===== src/rtl/serial_nibble_adder.sv =====
// Multi-cycle WIDTH-bit adder that streams one nibble per clock through a 4-bit add stage.
// Optional signed-overflow output enabled by SERIAL_NIBBLE_ADDER_OVF_EN.
module serial_nibble_adder #(
  parameter int unsigned WIDTH = 16
) (
  input  logic             clk,
  input  logic             rst,
  input  logic             start,
  input  logic [WIDTH-1:0] a,
  input  logic [WIDTH-1:0] b,
  input  logic             cin,
  output logic             busy,
  output logic             done,
  output logic [WIDTH-1:0] sum,
  output logic             cout
`ifdef SERIAL_NIBBLE_ADDER_OVF_EN
  ,
  output logic             ovf
`endif
);

  localparam int unsigned NIB  = WIDTH / 4;
  localparam int unsigned IW   = (NIB > 1) ? $clog2(NIB) : 1;
  localparam logic [IW-1:0] LAST = IW'(NIB - 1);

  localparam logic [0:0] S_IDLE = 1'b0;
  localparam logic [0:0] S_RUN  = 1'b1;

  logic [0:0]       state_q, state_d;
  logic [IW-1:0]    idx_q, idx_d;
  logic             carry_q, carry_d;
  logic [WIDTH-1:0] a_q, a_d;
  logic [WIDTH-1:0] b_q, b_d;
  logic [WIDTH-1:0] work_q, work_d;
  logic [WIDTH-1:0] sum_d;
  logic             cout_d;
  logic             done_d;
  logic             busy_d;
`ifdef SERIAL_NIBBLE_ADDER_OVF_EN
  logic             ovf_d;
`endif

  // Nibble slice selection and 4-bit add stage (A, B, cin -> Sum, co)
  logic [IW+1:0]    shamt;
  logic [3:0]       nib_a;
  logic [3:0]       nib_b;
  logic [4:0]       nib_sum;
  logic [WIDTH-1:0] nib_mask;
  logic [WIDTH-1:0] merged;

  always_comb begin
    shamt    = {idx_q, 2'b00};
    nib_a    = 4'(a_q >> shamt);
    nib_b    = 4'(b_q >> shamt);
    nib_sum  = {1'b0, nib_a} + {1'b0, nib_b} + {4'b0000, carry_q};
    nib_mask = WIDTH'(4'hF) << shamt;
    merged   = (work_q & ~nib_mask) | (WIDTH'(nib_sum[3:0]) << shamt);
  end

  // Next-state and output logic
  always_comb begin
    state_d = state_q;
    idx_d   = idx_q;
    carry_d = carry_q;
    a_d     = a_q;
    b_d     = b_q;
    work_d  = work_q;
    sum_d   = sum;
    cout_d  = cout;
    done_d  = 1'b0;
    busy_d  = busy;
`ifdef SERIAL_NIBBLE_ADDER_OVF_EN
    ovf_d   = ovf;
`endif
    case (state_q)
      S_IDLE: begin
        if (start) begin
          a_d     = a;
          b_d     = b;
          carry_d = cin;
          idx_d   = '0;
          work_d  = '0;
          busy_d  = 1'b1;
          state_d = S_RUN;
        end
      end
      S_RUN: begin
        work_d  = merged;
        carry_d = nib_sum[4];
        if (idx_q == LAST) begin
          sum_d   = merged;
          cout_d  = nib_sum[4];
          done_d  = 1'b1;
          busy_d  = 1'b0;
          state_d = S_IDLE;
`ifdef SERIAL_NIBBLE_ADDER_OVF_EN
          ovf_d   = (a_q[WIDTH-1] == b_q[WIDTH-1]) && (merged[WIDTH-1] != a_q[WIDTH-1]);
`endif
        end else begin
          idx_d = idx_q + IW'(1);
        end
      end
      default: state_d = S_IDLE;
    endcase
  end

  always_ff @(posedge clk) begin
    if (rst) begin
      state_q <= S_IDLE;
      idx_q   <= '0;
      carry_q <= 1'b0;
      a_q     <= '0;
      b_q     <= '0;
      work_q  <= '0;
      sum     <= '0;
      cout    <= 1'b0;
      done    <= 1'b0;
      busy    <= 1'b0;
`ifdef SERIAL_NIBBLE_ADDER_OVF_EN
      ovf     <= 1'b0;
`endif
    end else begin
      state_q <= state_d;
      idx_q   <= idx_d;
      carry_q <= carry_d;
      a_q     <= a_d;
      b_q     <= b_d;
      work_q  <= work_d;
      sum     <= sum_d;
      cout    <= cout_d;
      done    <= done_d;
      busy    <= busy_d;
`ifdef SERIAL_NIBBLE_ADDER_OVF_EN
      ovf     <= ovf_d;
`endif
    end
  end

endmodule


===== config.mk =====
export PLATFORM = sky130hd
export DESIGN_NAME = serial_nibble_adder
export DESIGN_NICKNAME = d
export VERILOG_FILES = /design/src/rtl/serial_nibble_adder.sv
export SDC_FILE = /design/constraint.sdc
export NUM_CORES = 1
export LEC_CHECK = 0
export CORE_MARGIN = 1.5
export CORE_UTILIZATION = 35
export DETAILED_ROUTE_END_ITERATION = 6
export PLACE_DENSITY = 0.69
export RECOVER_POWER = 100
export REMOVE_ABC_BUFFERS = 1
export SETUP_SLACK_MARGIN = 0.4
export SYNTH_ARGS = -nofsm -noshare
export SYNTH_HDL_FRONTEND = slang
export SYNTH_SLANG_ARGS = --single-unit

===== constraint.sdc =====
create_clock -name clk -period 3.7 [get_ports clk]
set_input_delay 0.74 -clock clk [delete_from_list [all_inputs] [get_ports clk]]
set_output_delay 0.74 -clock clk [all_outputs]
set_load 0.01 [all_outputs]

; ---- Yosys cells after proc, flatten, opt, wreduce, memory -nomap -nowiden
; Cells that the tools add are included.
; Widths: inputs -> output; s select.
[word_totals]
register_bits = 71
wordCells = 44
inputBits = 36
output_inout_bits = 19
[op_classes]
add_sub_neg = 3
n_mux = 14
n_bitwise = 4
n_reduce_logical = 5
shifts = 4
eq_ne = 4
[op_table]
columns = cell, n
row1 = $pmux 16 s2, 1
row2 = $shr 16x4->4, 2
row3 = $and 16x16->16, 1
row4 = $mux 16, 1
row5 = $not 16->16, 1
row6 = $or 16x16->16, 1
row7 = $shl 4x4->16, 1
row8 = $shl 4x4->16 const A, 1
row9 = $reduce_and 2->1, 4
row10 = $mux 1, 6
row11 = $pmux 1 s2, 3
row12 = $add 4x4->5, 1
row13 = $add 5x1->5, 1
row14 = $mux 2, 2
row15 = $ne 2x2->1 const B, 2
row16 = $pmux 2 s2, 1
row17 = $add 2x1->2 const B, 1
row18 = $eq 2x2->1 const B, 1
row19 = $ne 2x1->1 const B, 1
row20 = $reduce_or 2->1, 1
row21 = $not 1->1, 1

; ---- Depth between registers and ports, before layout
; Gate-level depths: netlist (run 1).
[logic_depth]
word_depth = 6
ltp_mapped = 9
depth_no_buf = 7

; ---- Worst setup path before layout (run 1)
; No wires, ideal clock.
[synth_timing]
kind = reg2reg
start = reg idx_q[0]
end = reg work_q[2]
t_arrival_ps = 2610
stages_incl_launch_ff = 10
path_buffers = 2
synth_period_minus_slack_ps = 2738
required_ps = 3572
slack_ps = 962
setup_ps = 128
cell_sequence = dfxtp_1 buf_2 buf_4 mux4_2 fa_1 fa_1 xor2_1 a22o_1 a21oi_1 nor2_1
[synth_via]
elab_chain_cells = 6
elab_cells_between_ends = 10
cone_classes = add/sub (2) / shift (4) / mux (1) / bitwise (3)
[synth_lines]
columns = element, line
row1 = from (decl), 30  ; logic [IW-1:0] idx_q, idx_d;
row2 = from (signal assigned), 124  ; idx_q <= idx_d;
row3 = "$shr 16x4->4, on equally long branches", "53, 54"
row4 = $add 4x4->5, 55  ; nib_sum = {1'b0, nib_a} + {1'b0, nib_b} + {4'b0000, carry_q};
row5 = $add 5x1->5, 55
row6 = $shl 4x4->16, 57  ; merged = (work_q & ~nib_mask) | (WIDTH'(nib_sum[3:0]) << shamt);
row7 = $or 16x16->16 *, 57
row8 = $pmux 16 s2 *, 75  ; case (state_q)
row9 = to (signal assigned), 128  ; work_q <= work_d;
row10 = to (decl), 34  ; logic [WIDTH-1:0] work_q, work_d;
; Mark *: on every way between the ends. The rest lies on a longest branch, timed or not.
; A chain may end at the register's enable or synchronous reset.

; ---- Worst setup path after layout (run 1)
[layout_timing]
start = reg idx_q[0]
end = reg work_q[7]
; Same word-level chain as after synthesis.

==> summary.txt, run 1 <==
Global route
  – Total gr overflow: 0
  – Number of global-route vias before repair: 2,385
  – Total GRT Usage: 15.83%
  – Pin count of the biggest net entering global routing: 42
  – Initial antenna violation count: 0
  – First-pass GRT wire length: 11.12 mm

Synthesis
  – Post-Synth Adder-Cell Area: 4.257%
  – Mapped cell area: 2998 sq um
  – Main synth FF type: dfxtp_1
  – Syn Inst Count: 340
  – Compound-Gate Fraction of Synth Area: 17.65%
  – Post-synth EDFFs: 0
  – Xor/xnor share of the synthesized area: 1.210%
  – Largest family of logic cells by synthesized area: simple AND/OR/NAND/NOR gates
  – Post-synthesis mux area share: 6.010%
  – Library cells used by synthesis: 38
  – Seq cells post-synth: 67
  – Synthesized area per cell: 8.817 sq um
  – Sequential area share after synthesis: 44.74%
  – Simple-Gate Fraction of Synth Area: 21.16%
  – Ys Warns: 0
  – Async SR Flop Fraction: 0%

Cells and area
  – Commonest non-fill, non-tap cells in the layout: nand2_1, dfxtp_1, a21oi_1, clkdlybuf4s50_1, nor2_1
  – Commonest non-fill, non-tap cell in the layout: nand2_1
  – Final Util: 46.00%
  – Layout cells sized above 1: 9.487%
  – Fin area: 3799 sq um
  – Area growth, synth to finish: 26.71%
  – Layout Nets: 430
  – Antenna diodes: 0

Setup path
  – Endpoint class of the critical path: flop
  – Worst setup startpoint: idx_q[0]$_SDFFE_PP0P_
  – WP data arrival: 3.40 ns
  – R2R setup slack: 0.55 ns
  – Setup crit start kind: flop
  – Max FO, Critical Path: 12
  – Reg2reg end: work_q[7]$_SDFFE_PP0P_
  – Crit path capture: work_q[7]$_SDFFE_PP0P_
  – Reg2reg path depth: 7
  – Crit Path Category: reg2reg
  – Launching point of the worst reg2reg path: idx_q[0]$_SDFFE_PP0P_
  – Critical path required time: 3.95 ns

CTS
  – # resized after CTS: 0
  – CTS Sinks: 67
  – Hold_buf cts: 0
  – H-tree depth: 3
  – Clk slew on worst S/H paths: 0.07 ns
  – Num CTS Buffers: 9
  – Worst-case clock buffer depth: 2
  – Worst skew pair latency: 0.34 ns
  – Root buf cell: clkbuf_8
  – CTS tree: yes
  – Number of setup buffers added after CTS: 0

Drt
  – Initial DRT Pass Iterations: 4
  – ANT nets after route: 0
  – Routed vias/inst: 5.065
  – Starting DRC count in detailed routing: 114
  – Wire per inst: 13.55 um
  – DRT Wirelength: 6.706 mm
  – Drc violations: 0
  – Vias: 2,507

Placement
  – IO Port Bufs: 54
  – Dpl ws: 0.8233 ns
  – Post-DP Area: 3586 sq um
  – Routability cong.: 0.8534
  – Dpl hpwl: 4.667 mm

Hold path
  – Hold Path Class: reg2reg
  – Hold Startpoint: a_q[1]$_SDFFE_PP0P_

Power
  – PwrDens: 447.9 nW/um^2
  – Worst ir drop on vdd: 0.2624 mV
  – Total power: 1701 uW
  – Lkg Pwr: 0.001436 uW

Die
  – Initial Utilization: 36.30%
  – Chip height: 95.55 um
  – CORE AREA: 8258 sq um
  – Cell Rows: 33
  – Die area: 9130 sq um
  – Num ports: 55
  – Die X: 95.55 um

STA
  – Final Skew: 0.007607 ns
  – Worst slew pin tran: 1.168 ns
  – Fmax: 317.2 MHz
  – Final TNS setup: 0 ns
  – Final worst slack: 0.5472 ns
  – Final hold viol count: 0
  – RSZ-0062 raised after global routing: false
  – Fin crit period: 3.153 ns
  – Slew headroom: 21.99%
  – Final Max Slew Viols: 0
  – Setup violation total in the final timing report: 0
  – Fin crit share: 85.21%

Outcome
  – Result of the run: finished, final reports clean

Job
  – Max Cap Violations: 0
==> logic make-up after synthesis <==
kind of cell | count (synthesis)
buffers and inverters | 32
muxes | 8
xor gates and xnor gates | 2
adders and majority gates | 9
DFF | 67
and+or+nand+nor | 141
AOI/OAI and AO/OA | 81
==> worst min path at each step <==
stage	end	slack [ns]	cells past startpoint
after floorplan	a_q[10]$_SDFFE_PP0P_	0.43	2
after global placement	b_q[2]$_SDFFE_PP0P_	0.44	2
after detailed placement	b_q[10]$_SDFFE_PP0P_	0.45	2
after CTS	b_q[10]$_SDFFE_PP0P_	0.46	2
after global routing	b_q[10]$_SDFFE_PP0P_	0.48	2
final	a_q[1]$_SDFFE_PP0P_	0.45	2
==> layout make-up <==
cell class / instances / area, sq um
Tap cell: 105 / 131.4
Inverter: 6 / 22.52
Sequential cell: 67 / 1341
Clock buffer: 12 / 145.1
Timing Repair Buffer: 60 / 573.1
Fill cell: 826 / 4459
Clock inverter: 4 / 97.59
Multi-Input combinational cell: 241 / 1488
==> sequential cells by signal, indices dropped and copies added (netlist names) <==
register and count:
a_q 16, state_q 1, done 1, cout 1
carry_q 1, work_q 12, b_q 16, sum 16
idx_q 2, busy 1
==> through the flow <==
stage          cells  hold WS (ns)
2_1_floorplan    314        0.4271
3_3_place_gp     479        0.4399
3_5_place_dp     479        0.4468
4_1_cts          495        0.4566
5_1_grt          495        0.4762
6_report         495        0.4543
==> synthesized netlist by cell type, types with 4 or more instances <==
library cell   n  area share, %
inv_1          5           0.63
ha_1           7            2.9
nand2_1       86             11
dfxtp_1       67             45
mux4_2         8            6.0
clkbuf_1       9            1.1
a21oi_1       52            8.7
nand3b_1       4            1.0
nor3b_1        9            2.3
buf_2         14            2.3
a22o_1         9            2.6
nor2_1        23            2.9
==> where the power goes <==
group | total (uW) | internal (uW) | switching [uW]
Combinational | 193 | 93.6 | 99.2
Sequential | 770 | 748 | 22.2
Clock | 738 | 467 | 272
==> critical path, cell delays in order, from the launching register on <==
cell and delay (ns):
dfxtp_1 0.62, clkbuf_1 0.48, mux4_2 0.57, ha_1 0.37, a21oi_1 0.41, nand2_4 0.14
xnor2_4 0.17, o41ai_2 0.29
==> per-layer routing <==
metal / vias up / global-route usage, % / wire (um)
met4: 0 / 4.412 / 81
met1: 1184 / 19.97 / 3165
li1: 1252 / - / -
met5: - / 0 / 0
met2: 59 / 25.76 / 3174
met3: 12 / 5.183 / 286
Note: power is estimated with default switching activity, not from simulation.
==> run 2, diff against run 1 <==
Settings changed: CAP_MARGIN set to 20.
==> results of run 2 <==
Same layout as run 1: the final DEF is identical, and so are final timing and power.
